### src/rtl/mips_defs.sv
// Shared constants for the MIPS pipeline: widths, reset PC, instruction field
// positions and the fetch FSM state encoding.
package mips_defs;

    localparam int          ADDR_W    = 32;
    localparam int          INSTR_W   = 32;
    localparam logic [31:0] RESET_PC  = 32'h0000_0000;
    localparam logic [31:0] NOP_INSTR = 32'h0000_0000;

    localparam int RS_MSB  = 25;
    localparam int RS_LSB  = 21;
    localparam int RT_MSB  = 20;
    localparam int RT_LSB  = 16;
    localparam int RD_MSB  = 15;
    localparam int RD_LSB  = 11;
    localparam int IMM_MSB = 15;
    localparam int IMM_LSB = 0;

    typedef enum logic [1:0] {
        ST_IDLE  = 2'd0,
        ST_REQ   = 2'd1,
        ST_HOLD  = 2'd2,
        ST_DRAIN = 2'd3
    } fetch_state_t;

endpackage

### src/rtl/if_id_reg.sv
// IF/ID pipeline register: holds the fetched instruction and its PC+4, and
// splits the instruction into the fields used by decode and sign-extend.
module if_id_reg
    import mips_defs::*;
#(
    parameter int ADDR_W = mips_defs::ADDR_W
) (
    input  logic               clk,
    input  logic               rst_n,
    input  logic               i_load,
    input  logic               i_clear,
    input  logic [INSTR_W-1:0] i_instr,
    input  logic [ADDR_W-1:0]  i_pc_plus4,
    output logic               o_valid,
    output logic [INSTR_W-1:0] o_instr,
    output logic [ADDR_W-1:0]  o_pc_plus4,
    output logic [4:0]         o_rs,
    output logic [4:0]         o_rt,
    output logic [4:0]         o_rd,
    output logic [15:0]        o_imm
);

    logic               r_valid;
    logic [INSTR_W-1:0] r_instr;
    logic [ADDR_W-1:0]  r_pc_plus4;

    // Clearing zeroes the instruction itself, so every derived field reads zero.
    always_ff @(posedge clk or negedge rst_n) begin
        if (!rst_n) begin
            r_valid    <= 1'b0;
            r_instr    <= NOP_INSTR;
            r_pc_plus4 <= '0;
        end else if (i_clear) begin
            r_valid    <= 1'b0;
            r_instr    <= NOP_INSTR;
            r_pc_plus4 <= '0;
        end else if (i_load) begin
            r_valid    <= 1'b1;
            r_instr    <= i_instr;
            r_pc_plus4 <= i_pc_plus4;
        end
    end

    assign o_valid    = r_valid;
    assign o_instr    = r_instr;
    assign o_pc_plus4 = r_pc_plus4;
    assign o_rs       = r_instr[RS_MSB:RS_LSB];
    assign o_rt       = r_instr[RT_MSB:RT_LSB];
    assign o_rd       = r_instr[RD_MSB:RD_LSB];
    assign o_imm      = r_instr[IMM_MSB:IMM_LSB];

endmodule

### src/rtl/fetch_stage.sv
// Instruction fetch stage: owns the PC, runs the imem req/ack handshake and
// feeds the IF/ID register, honouring branch redirect, flush and stall.
module fetch_stage
    import mips_defs::*;
#(
    parameter int                ADDR_W   = mips_defs::ADDR_W,
    parameter logic [ADDR_W-1:0] RESET_PC = ADDR_W'(mips_defs::RESET_PC)
) (
    input  logic              clk,
    input  logic              rst_n,
    output logic              imem_req,
    output logic [ADDR_W-1:0] imem_addr,
    input  logic              imem_ack,
    input  logic [31:0]       imem_rdata,
    input  logic              stall,
    input  logic              flush,
    input  logic              branch_taken,
    input  logic [ADDR_W-1:0] branch_target,
    output logic              id_valid,
    output logic [31:0]       id_instr,
    output logic [ADDR_W-1:0] id_pc_plus4,
    output logic [4:0]        id_rs,
    output logic [4:0]        id_rt,
    output logic [4:0]        id_rd,
    output logic [15:0]       id_imm
);

    fetch_state_t       r_state;
    logic               r_boot_done;
    logic [ADDR_W-1:0]  r_pc;
    logic [ADDR_W-1:0]  r_drain_addr;
    logic [INSTR_W-1:0] r_skid_instr;
    logic [ADDR_W-1:0]  r_skid_pc4;

    logic               w_pc_plus4_valid;
    logic [ADDR_W-1:0]  w_pc_plus4;
    logic               w_fetch_ok;
    logic               w_advance;
    logic               w_load;
    logic               w_clear;
    logic [INSTR_W-1:0] w_id_instr;
    logic [ADDR_W-1:0]  w_id_pc4;

    assign w_pc_plus4 = r_pc + ADDR_W'(4);
    assign w_fetch_ok = (r_state == ST_REQ) && imem_ack;

    // In DRAIN the old address stays on the bus even though pc already holds the target.
    assign imem_req  = (r_state == ST_REQ) || (r_state == ST_DRAIN);
    assign imem_addr = (r_state == ST_DRAIN) ? r_drain_addr : r_pc;

    assign w_pc_plus4_valid = w_fetch_ok || (r_state == ST_HOLD);
    assign w_advance  = !branch_taken && !flush && !stall;
    assign w_load     = w_advance && w_pc_plus4_valid;
    assign w_clear    = branch_taken || flush || (!stall && !w_pc_plus4_valid);
    assign w_id_instr = (r_state == ST_HOLD) ? r_skid_instr : imem_rdata;
    assign w_id_pc4   = (r_state == ST_HOLD) ? r_skid_pc4   : w_pc_plus4;

    // IDLE spans the reset-release edge plus one more, so the first request
    // rises on the second edge after rst_n deasserts.
    always_ff @(posedge clk or negedge rst_n) begin
        if (!rst_n) begin
            r_state      <= ST_IDLE;
            r_boot_done  <= 1'b0;
            r_pc         <= RESET_PC;
            r_drain_addr <= RESET_PC;
            r_skid_instr <= NOP_INSTR;
            r_skid_pc4   <= '0;
        end else if (branch_taken) begin
            r_pc         <= branch_target;
            r_boot_done  <= 1'b1;
            r_skid_instr <= NOP_INSTR;
            r_skid_pc4   <= '0;
            if (r_state == ST_REQ && !imem_ack) begin
                r_drain_addr <= r_pc;
                r_state      <= ST_DRAIN;
            end else if (r_state == ST_DRAIN && !imem_ack) begin
                r_state <= ST_DRAIN;
            end else begin
                r_state <= ST_REQ;
            end
        end else if (!flush) begin
            case (r_state)
                ST_IDLE: begin
                    if (r_boot_done) r_state <= ST_REQ;
                    else             r_boot_done <= 1'b1;
                end
                ST_REQ: begin
                    if (imem_ack) begin
                        r_pc <= w_pc_plus4;
                        if (stall) begin
                            r_skid_instr <= imem_rdata;
                            r_skid_pc4   <= w_pc_plus4;
                            r_state      <= ST_HOLD;
                        end
                    end
                end
                ST_HOLD: begin
                    if (!stall) r_state <= ST_REQ;
                end
                ST_DRAIN: begin
                    if (imem_ack) r_state <= ST_REQ;
                end
                default: r_state <= ST_IDLE;
            endcase
        end
    end

    if_id_reg #(
        .ADDR_W(ADDR_W)
    ) u_if_id (
        .clk        (clk),
        .rst_n      (rst_n),
        .i_load     (w_load),
        .i_clear    (w_clear),
        .i_instr    (w_id_instr),
        .i_pc_plus4 (w_id_pc4),
        .o_valid    (id_valid),
        .o_instr    (id_instr),
        .o_pc_plus4 (id_pc_plus4),
        .o_rs       (id_rs),
        .o_rt       (id_rt),
        .o_rd       (id_rd),
        .o_imm      (id_imm)
    );

endmodule

### config.mk
export PLATFORM = sky130hd
export DESIGN_NAME = fetch_stage
export DESIGN_NICKNAME = d
export VERILOG_FILES = /design/src/rtl/mips_defs.sv /design/src/rtl/if_id_reg.sv /design/src/rtl/fetch_stage.sv
export SDC_FILE = /design/constraint.sdc
export NUM_CORES = 1
export LEC_CHECK = 0
export CORE_MARGIN = 8
export CORE_UTILIZATION = 52
export DETAILED_ROUTE_END_ITERATION = 10
export MAX_ROUTING_LAYER = met4
export PLACE_DENSITY = 0.88
export SLEW_MARGIN = 20
export SYNTH_ARGS = -nofsm -noshare
export SYNTH_HDL_FRONTEND = slang
export SYNTH_SLANG_ARGS = --single-unit
### constraint.sdc
create_clock -name clk -period 2.22 [get_ports clk]
set_input_delay 0.444 -clock clk [delete_from_list [all_inputs] [get_ports clk]]
set_output_delay 0.444 -clock clk [all_outputs]
set_load 0.02 [all_outputs]
======== After elaboration in Yosys (flattened, before gate mapping) ========
Index checks and enable logic that the tools add are counted.
W data, S select, Z words.
storage, ports and cells
  bits of input ports ..................... 70
  register bits ........................... 196
operators by class
  multiplexer cells ....................... 36
  equality and inequality tests ........... 9
  $add $sub $neg .......................... 1
  reductions and logical operators ........ 27
operators by type and width
  kind                     count
  $mux W32                 21
  $add A32 B3 Y32 const B  1
  $mux W2                  9
  $ne A3 B3 Y1 const B     5
  $reduce_bool A2 Y1       5
  $pmux W2 S4              1
  $logic_and A1 B1 Y1      7
  $reduce_and A6 Y1        1
  $logic_not A1 Y1         5
  $mux W1                  5
  $eq A2 B2 Y1 const B     2
  $logic_or A1 B1 Y1       4
  $reduce_and A2 Y1        2
  $reduce_and A4 Y1        1
  $reduce_and A3 Y1        1
  $eq A2 B1 Y1 const B     1
  $logic_not A2 Y1         1
  $ne A2 B1 Y1 const B     1

======== Longest topological paths before layout ========
Gate-level depths: netlist of the first run.
  depth after elaboration ................. 7
  gate-level depth with buffers ........... 8
  depth with buffers taken out ............ 6

======== Hierarchy ========
A second synthesis of the first run with hierarchy kept.
second synthesis, totals
  cell total of the unflattened synthesis .. 1001
  area, all modules ....................... 9899.5 um^2
modules (own cells, without submodules)
  module       area an instance (um^2)  cells each  times used
  fetch_stage  7030.5                   761         1
  if_id_reg    2869.0                   240         1

======== Worst setup path after synthesis of the first run ========
Ideal clock, no wire load.
  kind .................................... register to output
  start point ............................. register r_state[0]
  end point ............................... output port imem_addr[10]
  required time ........................... 1.776 ns
  path buffers ............................ 2
  arrival ................................. 1.443 ns
  slack ................................... 0.333 ns
  stages on the path, launching flop included .. 5
  cell sequence ........................... dfrtp_1 -> buf_4 -> nand2_1 -> buf_1 -> mux2_2
between the ends
  longest elaborated chain between the ends .. 2
ends and longest elaborated chain
  what                      line               source
  start: declaration        fetch_stage.sv:28  fetch_state_t r_state;
  start signal: assignment  fetch_stage.sv:62  r_state <= ST_IDLE;
  start signal: assignment  fetch_stage.sv:75  r_state <= ST_DRAIN;
  start signal: assignment  fetch_stage.sv:77  r_state <= ST_DRAIN;
  $eq A2 B2 Y1              fetch_stage.sv:49  assign imem_addr = (r_state == ST_DRAIN) ? r_drain_addr : r_pc;
  $mux W32                  fetch_stage.sv:49
  end: declaration          fetch_stage.sv:12  output logic [ADDR_W-1:0] imem_addr,
Every way passes these cells.

======== Final worst setup path of the first run ========
  start point ............................. register r_state[0]
  end point ............................... output port imem_req
between the ends
  longest elaborated chain between the ends .. 2
ends and longest elaborated chain
  what                                          line               source
  $eq A2 B1 Y1 or $eq A2 B2 Y1 (tied branches)  fetch_stage.sv:48  assign imem_req = (r_state == ST_REQ) || (r_state == ST_DRAIN);
  $logic_or A1 B1 Y1 *                          fetch_stage.sv:48
  end: declaration                              fetch_stage.sv:11  output logic imem_req,
Every way passes the cells marked *; elsewhere a longest branch is shown, timed or not.

==> results of run 1 <==
[repair_timing]
action / in CTS / in global routing
cloned: 1 / 0
resized for setup: 109 / 23
endpoints found under the hold margin: 51 / 0
hold buffers: 1 / 0
endpoints found under the setup margin: 32 / 28
[cell usage after synthesis (2+ instances only)]
cell type / number / share of area, %
o31ai_1: 4 / 0.32
buf_2: 35 / 1.9
mux2i_1: 36 / 3.8
nand3_1: 18 / 0.95
nor4_1: 3 / 0.20
a21oi_1: 11 / 0.58
nand3b_1: 4 / 0.32
buf_1: 6 / 0.24
and4_1: 5 / 0.46
buf_4: 33 / 2.6
nor4_2: 3 / 0.40
a21o_1: 3 / 0.24
nor2_2: 2 / 0.13
nand2_1: 122 / 4.9
and2_1: 2 / 0.13
inv_1: 2 / 0.080
mux2_2: 64 / 7.6
nor4_4: 2 / 0.45
xnor2_1: 15 / 1.4
or3_1: 3 / 0.20
xor2_1: 40 / 3.7
a22oi_1: 18 / 1.4
o21ai_1: 7 / 0.37
a22o_1: 38 / 3.5
nor2_1: 16 / 0.64
nand4_1: 13 / 0.86
and3_1: 2 / 0.13
nor3_1: 6 / 0.32
a32oi_1: 2 / 0.19
clkbuf_1: 31 / 1.2
o21ai_0: 114 / 6.0
mux2_1: 2 / 0.24
nand3_2: 2 / 0.21
dfrtp_1: 196 / 52
[cells by family after synthesis]
kind of cell             Yosys count  synth area share, %
multiplexers                     102                 11.7
AO/OA/AOI/OAI                    201                 13.3
flip-flops                       196                 52.0
XOR/XNOR                          55                 5.11
adder cells (fa/ha/maj)            1                0.133
AND/OR/NAND/NOR                  215                 11.7
buffers and inverters            108                 6.15
[registers in the layout, summed over array words and instances (netlist names)]
register	count
r_drain_addr	32
r_skid_instr	32
u_if_id.o_pc_plus4	32
r_pc	32
r_state	2
r_boot_done	1
u_if_id.o_instr	32
r_skid_pc4	32
u_if_id.o_valid	1
[cell type report]
cell class	count	area share (%)
well taps	229	2.36
inverters	2	0.0618
multi-input cells	574	32.9
flip-flops and latches	196	40.3
clock inverters	15	1.32
diodes	1	0.0206
repair buffers	246	19.5
clock buffers	17	3.50
[cells in the final DEF, fill, tap and decap left out, types with 4 or more instances in the layout]
cell             count
o31ai_1              4
buf_12              13
a22o_1              38
xor2_1              40
mux2_2              64
a21oi_1             10
nand2_1            121
nor2_1              16
and4_1               5
o21ai_1              7
clkdlybuf4s50_1    164
clkbuf_16           17
nand3b_1             4
inv_6                5
nand3_1             18
o21ai_0            114
xnor2_1             15
nand4_1             13
buf_2               33
a22oi_1             18
buf_4               33
dfrtp_1            196
mux2i_1             36
nor3_1               5
[per-stage QoR]
stage | util, % | setup slack, ns | total power, W
2_1_floorplan | - | 0.333 | 0.00520
3_3_place_gp | 65.2 | -0.0103 | 0.00598
3_5_place_dp | 65.2 | -0.0789 | 0.00605
4_1_cts | 68.6 | 0.000177 | 0.00904
5_1_grt | 67.9 | 0.0125 | 0.00927
6_report | 67.9 | 0.0655 | 0.00894
[worst reg2reg max path, cell delays in order (launching register included)]
cell and delay [ns]:
dfrtp_1 0.54, and4_1 0.43, and4b_2 0.41, nand3_1 0.12, xor2_1 0.32, o21ai_0 0.14
[power breakdown]
part	switching (W)	internal [W]	leakage (nW)
sequential	0.000277	0.00390	2.57
combinational	0.000895	0.000822	2.27
clock	0.00153	0.00151	0.283
total	0.00270	0.00623	5.12
[worst min path at each step]
stage	from	end	slack (ns)
floorplan	rst_n	r_boot_done$_DFFE_PN0P_	0.15
global placement	rst_n	r_drain_addr[13]$_DFFE_PN0P_	0.45
detailed placement	rst_n	r_drain_addr[13]$_DFFE_PN0P_	0.45
CTS	branch_taken	r_state[0]$_DFFE_PN0P_	0.30
global route	branch_taken	r_state[0]$_DFFE_PN0P_	0.33
finish	branch_taken	r_state[0]$_DFFE_PN0P_	0.32
[layer usage]
metal | up-vias | routed length, um | GRT usage, % | part of all wire, %
li1 | 3380 | - | - | -
met1 | 3720 | 10800 | 30.5 | 42
met3 | 49 | 1870 | 4.15 | 7.2
met2 | 338 | 12600 | 37.2 | 48
met4 | 0 | 805 | 9.70 | 3.1
met5 | - | 0 | - | 0
==> run_results.csv, run 1 <==
group,metric,value,unit
sta,worst_pin_slew,0.513,ns
routing,firstDrtPassIters,5,
routing,vias,7487,
final_layout,seq_area,0.00490,sq mm
global_routing,antenna_found_initial,0,
worst_hold_path,hold_depth,3,
sta,finalMaxSlewViolations,0,
placement,dp_hpwl,18100,um
logic_synthesis,synth.ff_latch_count,196,
logic_synthesis,async_reset_ff_share,100,%
logic_synthesis,syn_inst,878,
sta,relSlewSlack,65.5,%
final_layout,final_area,0.0122,sq mm
routing,ant_nets,0,
floorplanning,core,0.0179,sq mm
pwr,powerDensity,735,mW/mm^2
worst_setup_path,rr_worst_depth,5,
final_layout,finalNetCount,1108,
sta,finalCriticalPeriod,2.15,ns
routing,viasPerCell,5.85,
clocking,path_clk_slew,0.07,ns
global_routing,grt.total_usage,23.9,%
floorplanning,io-pin-count,199,
worst_setup_path,worstPathMaxFanout,13,
final_layout,area_growth,28.8,%
clocking,h-tree-depth,4,
worst_setup_path,critPathKind,"reg2out",
worst_hold_path,hp-class,"in2reg",
routing,finalWirelength,26100,um
clocking,cts.sinks,196,
placement,port_buffers,198,
logic_synthesis,synth.cell_area,0.00943,sq mm
pwr,vdd_ir_drop_max,0.591,mV
global_routing,grt_max_degree,57,
worst_setup_path,worst-path-stages,2,
sta,rsz0062_at_grt,"false",
placement,dp.cells,1245,
worst_setup_path,slowest_stage,"clkdlybuf4s50_1",
final_layout,fillers,1291,
routing,dr.first_iter.drc_count,739,
worst_setup_path,reg2reg_slack,0.14,ns
placement,dpl_cell_area,0.0117,sq mm
sta,hold_slack,0.319,ns
worst_setup_path,crit_family,"buffers and inverters",
routing,wl_per_cell,20.4,um
worst_setup_path,timing.critical_path.buf_inv,2,
sta,fin_worst_skew,0.00822,ns
clocking,cts_tree,"done",
sta,finalHoldViolations,0,
global_routing,grt_overflow,0,
global_routing,grt_pass1_wl,41300,um
floorplanning,row_count,49,
logic_synthesis,synth_nets,949,
run_status,status,"finished clean",
final_layout,multi_input_area,0.00400,sq mm
sta,setup_tns,0,ns
clocking,clockRootBuffer,"clkbuf_16",
final_layout,drive_above_1_share,18.9,%
logic_synthesis,yosysUniqueCellTypes,52,
logic_synthesis,ys_warn_count,0,
worst_setup_path,r2r-start,"r_pc[5]$_DFFE_PN0P_",
worst_setup_path,start_kind,"register",
sta,fmax,0.464,GHz
worst_setup_path,crit_path_max_incr_delay,0.68,ns
logic_synthesis,yosysSeqAreaShare,52.0,%
sta,post-route-period-util,97.0,%
worst_setup_path,cp.required,1.78,ns
routing,drc,0,
logic_synthesis,synth_area_per_cell,10.7,sq um
placement,routabilityCongestion,0.883,
floorplanning,die_h,151,um
worst_setup_path,worstSetupEndpointType,"output port",
final_layout,final_cells,1280,
worst_setup_path,crit_start,"r_state[0]$_DFFE_PN0P_",
worst_setup_path,rr_endpoint,"r_skid_pc4[29]$_DFFE_PN0P_",
floorplanning,dieArea,0.0227,sq mm
worst_setup_path,endpoint,"imem_req",
logic_synthesis,synth_flop_cell,"dfrtp_1",
clocking,cts_buffer_depth,2,
worst_setup_path,path_cells,"buf_4, clkdlybuf4s50_1",
clocking,clk_latency,0.44,ns
global_routing,grt_pass1_vias,7618,
logic_synthesis,synth_edf_count,0,
sta,finalSetupViolCount,0,
pwr,p_leak,5.12,nW
flow_run,maxCapViolCount,0,
floorplanning,die-width,151,um
worst_setup_path,cp.arrival,1.71,ns
clocking,cts_setup_buffers,0,
floorplanning,initial_core_util,52.7,%
clocking,cts_buffers,17,
Power figures use the tool's default switching activity.
==> inputs of run 2 (changes only) <==
- ABC_AREA: default -> 1
==> run_results.csv, run 2 <==
group,metric,value,unit
logic_synthesis,synth_flop_cell,"dfrtp_1",
final_layout,final_common_cell,"nand2_1",
routing,ant_nets,0,
global_routing,grt_max_degree,65,
worst_setup_path,timing.critical_path.buf_inv,2,
sta,post-route-period-util,97.1,%
logic_synthesis,ys_warn_count,0,
placement,dp_hpwl,19700,um
logic_synthesis,ys_top_cells_by_area,"dfrtp_1 (52%), nand2_1 (12%), o21ai_0 (5.6%)",
worst_setup_path,crit_family,"buffers and inverters",
routing,drc,0,
floorplanning,core,0.0179,sq mm
floorplanning,row_count,49,
logic_synthesis,synth_nets,1176,
clocking,h-tree-depth,4,
floorplanning,die-width,151,um
worst_setup_path,worstSetupEndpointType,"output port",
clocking,cts_tree,"done",
pwr,powerDensity,953,mW/mm^2
final_layout,drive_above_1_share,8.36,%
routing,viasPerCell,5.55,
routing,firstDrtPassIters,6,
floorplanning,initial_core_util,52.6,%
worst_setup_path,cp.required,1.78,ns
clocking,clk_latency,0.44,ns
sta,finalSetupViolCount,0,
worst_setup_path,crit_path_max_incr_delay,0.41,ns
clocking,clockRootBuffer,"clkbuf_16",
worst_setup_path,critPathKind,"reg2out",
clocking,cts.sinks,196,
logic_synthesis,syn_inst,1105,
logic_synthesis,synth_area_leader_cell,"dfrtp_1",
logic_synthesis,synth_edf_count,0,
placement,routabilityCongestion,0.935,
global_routing,antenna_found_initial,0,
routing,finalWirelength,27300,um
final_layout,finalNetCount,1338,
routing,vias,8382,
final_layout,area_growth,28.2,%
placement,port_buffers,198,
sta,setup_tns,0,ns
floorplanning,die_h,151,um
sta,worst_pin_slew,0.534,ns
logic_synthesis,synth_top_area_share,52.0,%
floorplanning,io-pin-count,199,
sta,finalMaxSlewViolations,0,
final_layout,antenna_cells,0,
routing,dr.first_iter.drc_count,818,
global_routing,grt_overflow,0,
worst_setup_path,worst-path-stages,5,
logic_synthesis,async_reset_ff_share,100,%
clocking,cts_setup_buffers,0,
logic_synthesis,yosysSeqAreaShare,52.0,%
sta,finalHoldViolations,0,
sta,fin_worst_skew,0.0103,ns
logic_synthesis,yosys-top-cells-count,"nand2_1 (293), dfrtp_1 (196), o21ai_0 (106)",
pwr,vdd_ir_drop_max,0.667,mV
worst_hold_path,hp-class,"reg2reg",
sta,fmax,0.464,GHz
logic_synthesis,post-synth-top-count-cell,"nand2_1",
logic_synthesis,synth.cell_area,0.00942,sq mm
logic_synthesis,yosysUniqueCellTypes,34,
run_status,status,"finished clean",
global_routing,grt_pass1_wl,43800,um
worst_setup_path,start_kind,"register",
floorplanning,dieArea,0.0227,sq mm
final_layout,final_area,0.0121,sq mm
pwr,power.total,0.0115,W
clocking,cts_buffers,17,
logic_synthesis,synth.ff_latch_count,196,
worst_setup_path,rr_worst_depth,8,
worst_hold_path,hold_depth,2,
clocking,path_clk_slew,0.08,ns
logic_synthesis,synth_area_per_cell,8.53,sq um
sta,finalCriticalPeriod,2.15,ns
flow_run,maxCapViolCount,0,
clocking,cts_buffer_depth,2,
placement,dpl_cell_area,0.0115,sq mm
worst_setup_path,cp.arrival,1.71,ns
final_layout,final_cell_mix,"nand2_1 (292), dfrtp_1 (196), clkdlybuf4s50_1 (165)",
worst_setup_path,worstPathMaxFanout,12,
worst_setup_path,path_cells,"nand2_4, buf_4, nor2_1, a21oi_1, clkdlybuf4s15_1",
pwr,p_leak,5.89,nW
routing,wl_per_cell,18.1,um
worst_setup_path,slowest_stage,"dfrtp_1",
sta,relSlewSlack,64.4,%
sta,rsz0062_at_grt,"false",
global_routing,grt_pass1_vias,8457,
global_routing,grt.total_usage,25.3,%
==> run 2: cell count changes after synthesis, sizes merged, moves of 8 or more <==
cell,change
o22ai,+8
mux2,-66
nand4,-13
nand2,+173
inv,+73
nor2,+96
xor2,-26
a21oi,+55
a22oi,-9
nor4,-8
buf,-12
xnor2,-15
o21ai,+8
==> run 2: power breakdown <==
group / switching [W] / internal (W)
combinational: 0.00240 / 0.00144
clock: 0.00157 / 0.00153
sequential: 0.000426 / 0.00415
total: 0.00440 / 0.00712
==> run 2: path summary, 6_finish.rpt <==
path	startpoint	endpoint	slack [ns]
worst max-delay path	r_state[1]$_DFFE_PN0P_	imem_addr[10]	0.07
worst min register to register	u_if_id.o_pc_plus4[11]$_DFFE_PN0P_	u_if_id.o_pc_plus4[11]$_DFFE_PN0P_	0.48
max in group asynchronous	rst_n	r_skid_instr[7]$_DFFE_PN0P_	1.02
min in group asynchronous	rst_n	u_if_id.o_pc_plus4[2]$_DFFE_PN0P_	0.54
worst min-delay path	u_if_id.o_pc_plus4[11]$_DFFE_PN0P_	u_if_id.o_pc_plus4[11]$_DFFE_PN0P_	0.48
worst max register to register	r_pc[2]$_DFFE_PN0P_	r_pc[18]$_DFFE_PN0P_	0.24
==> run 2: worst min-delay path: stages, from the launching register on <==
cell     delay [ns]
dfrtp_1        0.34
nand2_1        0.05
nand2_1        0.06
==> run 2: final cells by class <==
| type | count | area (sq um) |
|---|---|---|
| Timing Repair Buffer | 232 | 2280 |
| Inverter | 76 | 285 |
| Sequential cell | 196 | 4900 |
| Clock buffer | 17 | 425 |
| Tap cell | 229 | 287 |
| Clock inverter | 15 | 181 |
| Fill cell | 1403 | 5820 |
| Multi-Input combinational cell | 744 | 3730 |
==> run 2: per-stage QoR <==
stage,hold slack (ns),utilization [%],std cells,setup slack (ns)
after global placement,0.450,64.4,1476,0.116
final,0.482,67.5,1509,0.0652
after CTS,0.485,67.8,1509,0.000339
after global routing,0.504,67.5,1509,0.00255
after detailed placement,0.459,64.4,1476,0.0826
after floorplan,0.148,-,1105,0.430
==> run 2: routing by layer <==
| metal | part of all wire [%] | vias to the layer above | routed length [um] | global-route usage [%] |
|---|---|---|---|---|
| li1 | - | 3907 | - | - |
| met1 | 40 | 4040 | 11000 | 30.5 |
| met2 | 48 | 365 | 13200 | 40.6 |
| met3 | 7.7 | 70 | 2120 | 5.05 |
| met4 | 3.8 | 0 | 1040 | 11.2 |
| met5 | 0 | - | 0 | - |
==> run 2: cells by family (layout without fill, tap and decap cells) <==
logic type	Yosys count	after routing	share of synthesized area [%]
compound gates	255	255	15.5
xor+xnor	14	14	1.30
fa+ha+maj	1	1	0.133
buf+inv	165	340	8.68
flops	196	196	52.0
mux	32	32	3.40
simple gates	442	442	19.0
==> run 2: timing repair <==
item                                    4_1_cts  5_1_grt
hold buffers                                  1        0
endpoints found under the hold margin        21        0
cloned                                        0        0
endpoints found under the setup margin       32       30
resized for setup                            50       28
==> inputs of run 3 (changes only) <==
- CORE_UTILIZATION: 52 -> 55
- MAX_ROUTING_LAYER: met4 -> default
- PLACE_DENSITY: 0.88 -> 0.92
- clock period: 2.22 -> 2.7 ns (I/O delays scaled with it)
==> run_results.csv, run 3 (synthesized netlist as in run 2, its figures left out) <==
group,metric,value,unit
clocking,clockRootBuffer,"clkbuf_16",
routing,viasPerCell,5.63,
final_layout,area_growth,28.3,%
sta,fin_ws,0.0788,ns
worst_setup_path,start_kind,"register",
global_routing,antenna_found_initial,0,
final_layout,antenna_cells,0,
floorplanning,core,0.0170,sq mm
global_routing,grt.total_usage,25.2,%
final_layout,final_area,0.0121,sq mm
sta,relSlewSlack,61.8,%
sta,finalCriticalPeriod,2.62,ns
pwr,powerDensity,788,mW/mm^2
final_layout,seq_area,0.00491,sq mm
worst_setup_path,cp.required,2.16,ns
floorplanning,dieArea,0.0216,sq mm
sta,worst_pin_slew,0.573,ns
clocking,cts_tree,"done",
sta,fmax,0.382,GHz
final_layout,multi_input_area,0.00372,sq mm
worst_setup_path,rr_worst_depth,8,
routing,firstDrtPassIters,6,
clocking,h-tree-depth,4,
worst_setup_path,worstSetupEndpointType,"output port",
routing,ant_nets,0,
placement,dp_hpwl,19300,um
pwr,p_leak,6.05,nW
routing,dr.first_iter.drc_count,768,
worst_setup_path,crit_family,"buffers and inverters",
floorplanning,die-width,147,um
floorplanning,die_h,147,um
global_routing,grt_pass1_wl,44000,um
routing,vias,8406,
floorplanning,initial_core_util,55.4,%
final_layout,final_common_cell,"nand2_1",
placement,post-place-ws,0.357,ns
pwr,vdd_ir_drop_max,0.497,mV
final_layout,fillers,1230,
clocking,cts_buffers,17,
sta,finalHoldViolations,0,
final_layout,drive_above_1_share,6.46,%
worst_setup_path,slowest_stage,"clkdlybuf4s50_1",
global_routing,grt_overflow,0,
placement,dpl_cell_area,0.0114,sq mm
worst_setup_path,r2r-start,"r_pc[2]$_DFFE_PN0P_",
clocking,cts_buffer_depth,2,
final_layout,finalNetCount,1327,
floorplanning,row_count,48,
global_routing,grt_pass1_vias,8322,
clocking,cts.sinks,196,
worst_setup_path,cp.arrival,2.08,ns
routing,wl_per_cell,18.4,um
sta,finalMaxSlewViolations,0,
clocking,clk_latency,0.43,ns
placement,port_buffers,198,
placement,routabilityCongestion,0.947,
final_layout,final_cell_mix,"nand2_1 (292), dfrtp_1 (194), clkdlybuf4s50_1 (168)",
sta,post-route-period-util,97.1,%
final_layout,final_cells,1494,
final_layout,post-route-util,71.1,%
worst_setup_path,worstPathMaxFanout,32,
worst_hold_path,hp-class,"in2async",
sta,fin_worst_skew,0.00957,ns
sta,rsz0062_at_grt,"false",
clocking,path_clk_slew,0.08,ns
worst_setup_path,path_cells,"nand2_2, buf_12, nor2_1, a21oi_1, clkdlybuf4s50_1",
sta,finalSetupViolCount,0,
global_routing,grt_max_degree,69,
worst_setup_path,critPathKind,"reg2out",
floorplanning,io-pin-count,199,
routing,drc,0,
clocking,ctsHoldBuffers,0,
worst_setup_path,reg2reg_slack,0.67,ns
placement,dp.cells,1461,
clocking,cts_setup_buffers,0,
worst_setup_path,crit_path_max_incr_delay,0.62,ns
routing,finalWirelength,27500,um
flow_run,maxCapViolCount,0,
worst_setup_path,timing.critical_path.buf_inv,2,
worst_setup_path,rr_endpoint,"r_pc[18]$_DFFE_PN0P_",
run_status,status,"finished clean",
sta,setup_tns,0,ns
run 3: changes by cell type in the layout (fill, tap and decap cells not counted), moves of 2 or more:
cell,before,now
buf_2,2,0
buf_12,8,6
dfrtp_2,0,2
dlygate4sd2_1,5,2
buf_4,25,16
dfrtp_1,196,194
clkinv_4,1,4
dlymetal6s2s_1,0,27
clkdlybuf4s15_2,3,0
clkinv_8,6,1
clkdlybuf4s15_1,11,0
clkbuf_2,11,0
clkdlybuf4s50_1,165,168
run 3: report_power, final:
group / internal, W / leakage (nW) / switching (W) / total, W
logic: 0.00128 / 3.18 / 0.00195 / 0.00323
clock network: 0.00131 / 0.278 / 0.00119 / 0.00250
registers: 0.00342 / 2.58 / 0.000374 / 0.00379
run 3: final cells by class:
| cell class | instances | area share, % |
|---|---|---|
| flip-flops and latches | 196 | 40.6 |
| clock buffers | 18 | 3.55 |
| repair buffers | 221 | 19.2 |
| clock inverters | 14 | 1.24 |
| multi-input cells | 744 | 30.8 |
| well taps | 225 | 2.33 |
| inverters | 76 | 2.36 |
run 3: worst max-delay path by stage:
stage	startpoint	to	slack (ns)	depth (start not counted)
3_3_place_gp	branch_taken	r_pc[8]$_DFFE_PN0P_	0.42	7
3_5_place_dp	branch_taken	r_pc[3]$_DFFE_PN0P_	0.36	7
2_1_floorplan	r_state[1]$_DFFE_PN0P_	imem_addr[10]	0.81	4
5_1_grt	r_state[1]$_DFFE_PN0P_	imem_addr[2]	0.004	5
4_1_cts	r_state[1]$_DFFE_PN0P_	imem_addr[12]	0.0003	5
6_report	r_state[0]$_DFFE_PN0P_	imem_addr[9]	0.08	5
run 3: repair_timing:
action                     4_1_cts  5_1_grt
cloned                           0        1
setup endpoints to repair        2       30
resized for setup                2       29
run 3: per-layer routing:
metal  GRT usage (%)  wire [um]
met4            10.4        941
met1            31.8      11000
met3            5.63       2080
met2            41.2      13500
met5               0          0
run 3: per-stage QoR:
step	hold WS [ns]	total power (W)
3_5_place_dp	0.466	0.00704
4_1_cts	0.120	0.00952
2_1_floorplan	0.244	0.00569
5_1_grt	0.137	0.0100
6_report	0.114	0.00952
3_3_place_gp	0.453	0.00694
run 3: worst register-to-register path, cell delays in order (launching register included):
cell and delay, ns:
dfrtp_1 0.41, ha_1 0.19, nand2_1 0.08, nor2_2 0.17
nand2_1 0.20, nor2_4 0.26, xor2_1 0.42, nand2_1 0.11
o211ai_1 0.10
